==> src/rtl/cpu_pkg.sv <==
// Shared types and widths for the core's memory-side blocks.
package cpu_pkg;

  localparam int WORD_W = 32;
  localparam int STRB_W = 4;

  // Who owns the SRAM response arriving this cycle.
  typedef enum logic [1:0] {
    IDLE   = 2'd0,
    R_INST = 2'd1,
    R_DATA = 2'd2
  } owner_t;

endpackage

==> src/rtl/arb_prio_grant.sv <==
// Data-first grant with a saturating starvation counter that forces an
// instruction fetch through after STARVE_LIMIT consecutive data wins.
module arb_prio_grant #(
  parameter int STARVE_LIMIT = 4
) (
  input  logic clk,
  input  logic resetn,
  input  logic inst_req,
  input  logic data_req,
  output logic gnt_inst,
  output logic gnt_data
);

  localparam logic [3:0] LIMIT = 4'(STARVE_LIMIT);

  logic [3:0] cnt;
  logic [3:0] cnt_next;

  always_comb begin
    gnt_data = data_req && !(inst_req && (cnt == LIMIT));
    gnt_inst = inst_req && !gnt_data;
  end

  // Count only data wins that actually made a fetch wait.
  always_comb begin
    cnt_next = cnt;
    if (!inst_req || gnt_inst) begin
      cnt_next = 4'd0;
    end else if (gnt_data && (cnt != LIMIT)) begin
      cnt_next = cnt + 4'd1;
    end
  end

  always_ff @(posedge clk or negedge resetn) begin
    if (!resetn) begin
      cnt <= 4'd0;
    end else begin
      cnt <= cnt_next;
    end
  end

endmodule

==> src/rtl/sram_arbiter.sv <==
// Shares one synchronous single-port SRAM between fetch and load/store ports;
// the winner's read data is steered back one cycle after its grant.
module sram_arbiter
  import cpu_pkg::*;
#(
  parameter int STARVE_LIMIT = 4
) (
  input  logic              clk,
  input  logic              resetn,
  input  logic              inst_req,
  input  logic [WORD_W-1:0] inst_addr,
  output logic              inst_addr_ok,
  output logic              inst_data_ok,
  output logic [WORD_W-1:0] inst_rdata,
  input  logic              data_req,
  input  logic              data_wr,
  input  logic [STRB_W-1:0] data_wstrb,
  input  logic [WORD_W-1:0] data_addr,
  input  logic [WORD_W-1:0] data_wdata,
  output logic              data_addr_ok,
  output logic              data_data_ok,
  output logic [WORD_W-1:0] data_rdata,
  output logic              sram_en,
  output logic [STRB_W-1:0] sram_we,
  output logic [WORD_W-1:0] sram_addr,
  output logic [WORD_W-1:0] sram_wdata,
  input  logic [WORD_W-1:0] sram_rdata
);

  logic   gnt_inst;
  logic   gnt_data;
  owner_t owner_q;
  owner_t owner_d;

  arb_prio_grant #(
    .STARVE_LIMIT (STARVE_LIMIT)
  ) u_grant (
    .clk      (clk),
    .resetn   (resetn),
    .inst_req (inst_req),
    .data_req (data_req),
    .gnt_inst (gnt_inst),
    .gnt_data (gnt_data)
  );

  always_ff @(posedge clk or negedge resetn) begin
    if (!resetn) begin
      owner_q <= IDLE;
    end else begin
      owner_q <= owner_d;
    end
  end

  always_comb begin
    owner_d = IDLE;
    if (gnt_data) begin
      owner_d = R_DATA;
    end else if (gnt_inst) begin
      owner_d = R_INST;
    end
  end

  // Grants are combinational, so reset must mask them to keep outputs quiet.
  always_comb begin
    inst_addr_ok = resetn && gnt_inst;
    data_addr_ok = resetn && gnt_data;
    sram_en      = 1'b0;
    sram_we      = '0;
    sram_addr    = '0;
    sram_wdata   = '0;
    if (data_addr_ok) begin
      sram_en    = 1'b1;
      sram_we    = data_wr ? data_wstrb : '0;
      sram_addr  = data_addr;
      sram_wdata = data_wdata;
    end else if (inst_addr_ok) begin
      sram_en    = 1'b1;
      sram_addr  = inst_addr;
    end
    inst_data_ok = (owner_q == R_INST);
    data_data_ok = (owner_q == R_DATA);
    inst_rdata   = inst_data_ok ? sram_rdata : '0;
    data_rdata   = data_data_ok ? sram_rdata : '0;
  end

endmodule

==> config.mk <==
export PLATFORM = sky130hd
export DESIGN_NAME = sram_arbiter
export DESIGN_NICKNAME = d
export VERILOG_FILES = /design/src/rtl/cpu_pkg.sv /design/src/rtl/arb_prio_grant.sv /design/src/rtl/sram_arbiter.sv
export SDC_FILE = /design/constraint.sdc
export NUM_CORES = 1
export LEC_CHECK = 0
export BUFFER_PORTS_ARGS = -buffer_cell sky130_fd_sc_hd__buf_2
export CORE_AREA = 10 10 98 100
export CTS_CLUSTER_DIAMETER = 80
export DETAILED_ROUTE_END_ITERATION = 10
export DIE_AREA = 0 0 108 110
export GPL_TIMING_DRIVEN = 0
export SETUP_SLACK_MARGIN = 0.2
export SYNTH_ARGS = -nofsm -noshare
export SYNTH_HDL_FRONTEND = slang
export SYNTH_SLANG_ARGS = --single-unit
==> constraint.sdc <==
create_clock -name clk -period 1.6 [get_ports clk]
set_clock_uncertainty 0.15 [all_clocks]
set_input_delay 0 -clock clk [delete_from_list [all_inputs] [get_ports clk]]
set_output_delay 0 -clock clk [all_outputs]
set_load 0.02 [all_outputs]
==> run metrics <==
outcome finished with violations; failing checks negative setup slack; Worst setup EP type output port; most common cell in the netlist and2_1; Worst setup SP type register; max-slew violation count 0; Yosys warnings 0; # Max-Cap Violations 0; prevailing post-synth register cell dfrtp_1; multi-input logic area 1590 sq um; DR WL/cell 21.0 um; post-route cell area 4480 sq um; Layout Nets 620; VDD IR max 0.000193 V; final hold vios 0; HP Class in -> reg; top cells by area, synth and2_1, a22o_1, dfrtp_1, buf_6, and3_1; GPL Wtd Cong 0.862; num ports 274; critical path class reg -> out; relative slew slack 80.6%; register area 150 sq um; die area 11,900 sq um; Final Critical Period 1940 ps; CP max FO 10; P&R area growth vs syn 242%; # rows 32; number of global-route vias before repair 2,864; Unique masters post-synth 20; Die X 108 um; #FFs+latches synth 6; Final HPWL DP 9360 um; final critical-path share of the clock period 122%; first-pass GRT wire length 16,400 um; Core Box Area 7650 sq um; Seq/Total Area, Yosys 11.5%; largest area contributor in the netlist and2_1; worst setup margin -344 ps; count of final setup violators 71; CTS buffer count 3; Worst Setup Slack post-DPL -242 ps; Clock Path Buffers 2; synth cell count leaders and2_1, a22o_1, clkbuf_1, dfrtp_1; number of enable flip-flop cells after synthesis 0; fillcell total 629; gr ovfl total 0; Mapped Cells 178; Root Buffer Master clkbuf_8; unrepaired setup endpoints after global routing yes; Mean Syn Cell Area 7.36 sq um; Final Power 1.61 mW; die height 110 um; CTS tree built; Global Route Usage Sum 17.3%; setup TNS -21,930 ps; initial antenna violation count 1; post-route ant nets 0; initial DRC count 50; final cell count without fillers 582; Data arrival, critical path 1790 ps; clk sink count 6; share of the synthesized area in the top cell type 46.3%; CTS clk-pin slew, worst paths 40 ps; final WL 12,200 um; Starting Density 17.1%; leakage power figure 2.49 nW; Max Clock Freq 514 MHz; H-tree depth 1; Post-Syn Area 1310 sq um; Area after DPL 3190 sq um; Vias per Instance 4.40; Residual DRC 0; via count 2,561; clock latency on the worst-skew pair 220 ps; Mapped Nets 317; number of port buffers 273; ys async rst share 100%; worst slew pin tran 289 ps; Inst Count DP 553; PwrDens 360 nW/um^2; Worst EP required 1450 ps; fraction of layout cells with a size suffix above 1 94.6%; drt pass-1 iters 4; pin count of the biggest net entering global routing 11
==> cell families (layout without fill, tap and decap cells) <==
logic type	Yosys count	after routing	share of synthesized area, %
simple gates	115	115	54.1
compound gates	33	33	22.1
buf+inv	20	321	9.17
flops	6	6	11.5
fa+ha+maj	2	2	1.91
xor+xnor	2	2	1.34
other cells	0	1	0
==> area by class of cell <==
class | count | share of cell area [%]
multi-input cells | 152 | 35.6
flip-flops and latches | 6 | 3.35
inverters | 3 | 0.252
plain buffers | 17 | 4.97
diodes | 1 | 0.0559
well taps | 102 | 2.85
repair buffers | 298 | 52.0
clock buffers | 3 | 0.922
==> repair_timing <==
item / CTS / global route
hold endpoints to repair: 12 / 0
hold buffers: 3 / 0
setup endpoints to repair: 131 / 141
gates resized for setup: 268 / 75
gates cloned: 5 / 1
pin swaps: 39 / 17
setup buffers: 11 / 5
==> metal layers <==
layer | GRT usage (%) | routed length [um] | part of all wire, %
met5 | 0 | 0 | 0
met4 | 4.01 | 100 | 0.82
met3 | 7.31 | 1460 | 12
met2 | 33.4 | 6500 | 53
met1 | 16.5 | 4150 | 34
==> worst max-delay path: stages (launching register included) <==
cell and delay [ps]:
dfrtp_1 380, inv_2 50, ha_2 180, nand4b_1 110
and3_1 170, buf_6 150, buf_12 150, a22o_4 240
buf_6 130
==> per-stage QoR <==
step / utilization [%] / hold slack, ps
global placement: 41.8 / -309
CTS: 55.0 / 6.47
floorplan: - / -446
global route: 58.5 / 53.2
finish: 58.5 / 14.6
detailed placement: 41.8 / -309
==> power by group <==
group,internal [mW],total (mW),switching [mW]
Clock,0.162,0.229,0.0672
Sequential,0.158,0.162,0.00408
Combinational,0.676,1.22,0.546
==> layout by cell type (no fill, tap or decap), drive strengths merged, types with 2 or more instances in the layout <==
cell	instances
a22o	32
and2	97
and3	5
buf	311
clkbuf	4
dfrtp	6
dlygate4sd3	3
ha	2
inv	3
nand3	2
nor2	4
nor2b	3
==> final timing paths <==
kind | start | end | slack [ps] | cells after the start
worst max-delay path | u_grant.cnt[1]$_DFFE_PN0P_ | sram_addr[6] | -340 | 8
worst min-delay path | data_req | u_grant.cnt[0]$_DFFE_PN0P_ | 10 | 3
worst max register to register | u_grant.cnt[1]$_DFFE_PN0P_ | u_grant.cnt[3]$_DFFE_PN0P_ | 70 | 7
worst min register to register | u_grant.cnt[0]$_DFFE_PN0P_ | u_grant.cnt[0]$_DFFE_PN0P_ | 390 | 2
max in group asynchronous | resetn | u_grant.cnt[2]$_DFFE_PN0P_ | 1020 | 2
min in group asynchronous | resetn | u_grant.cnt[3]$_DFFE_PN0P_ | 60 | 2
==> sequential cells by signal (all words and copies together) (netlist names) <==
register / cells
owner_q: 2
u_grant.cnt: 4
Power figures use the tool's default switching activity.
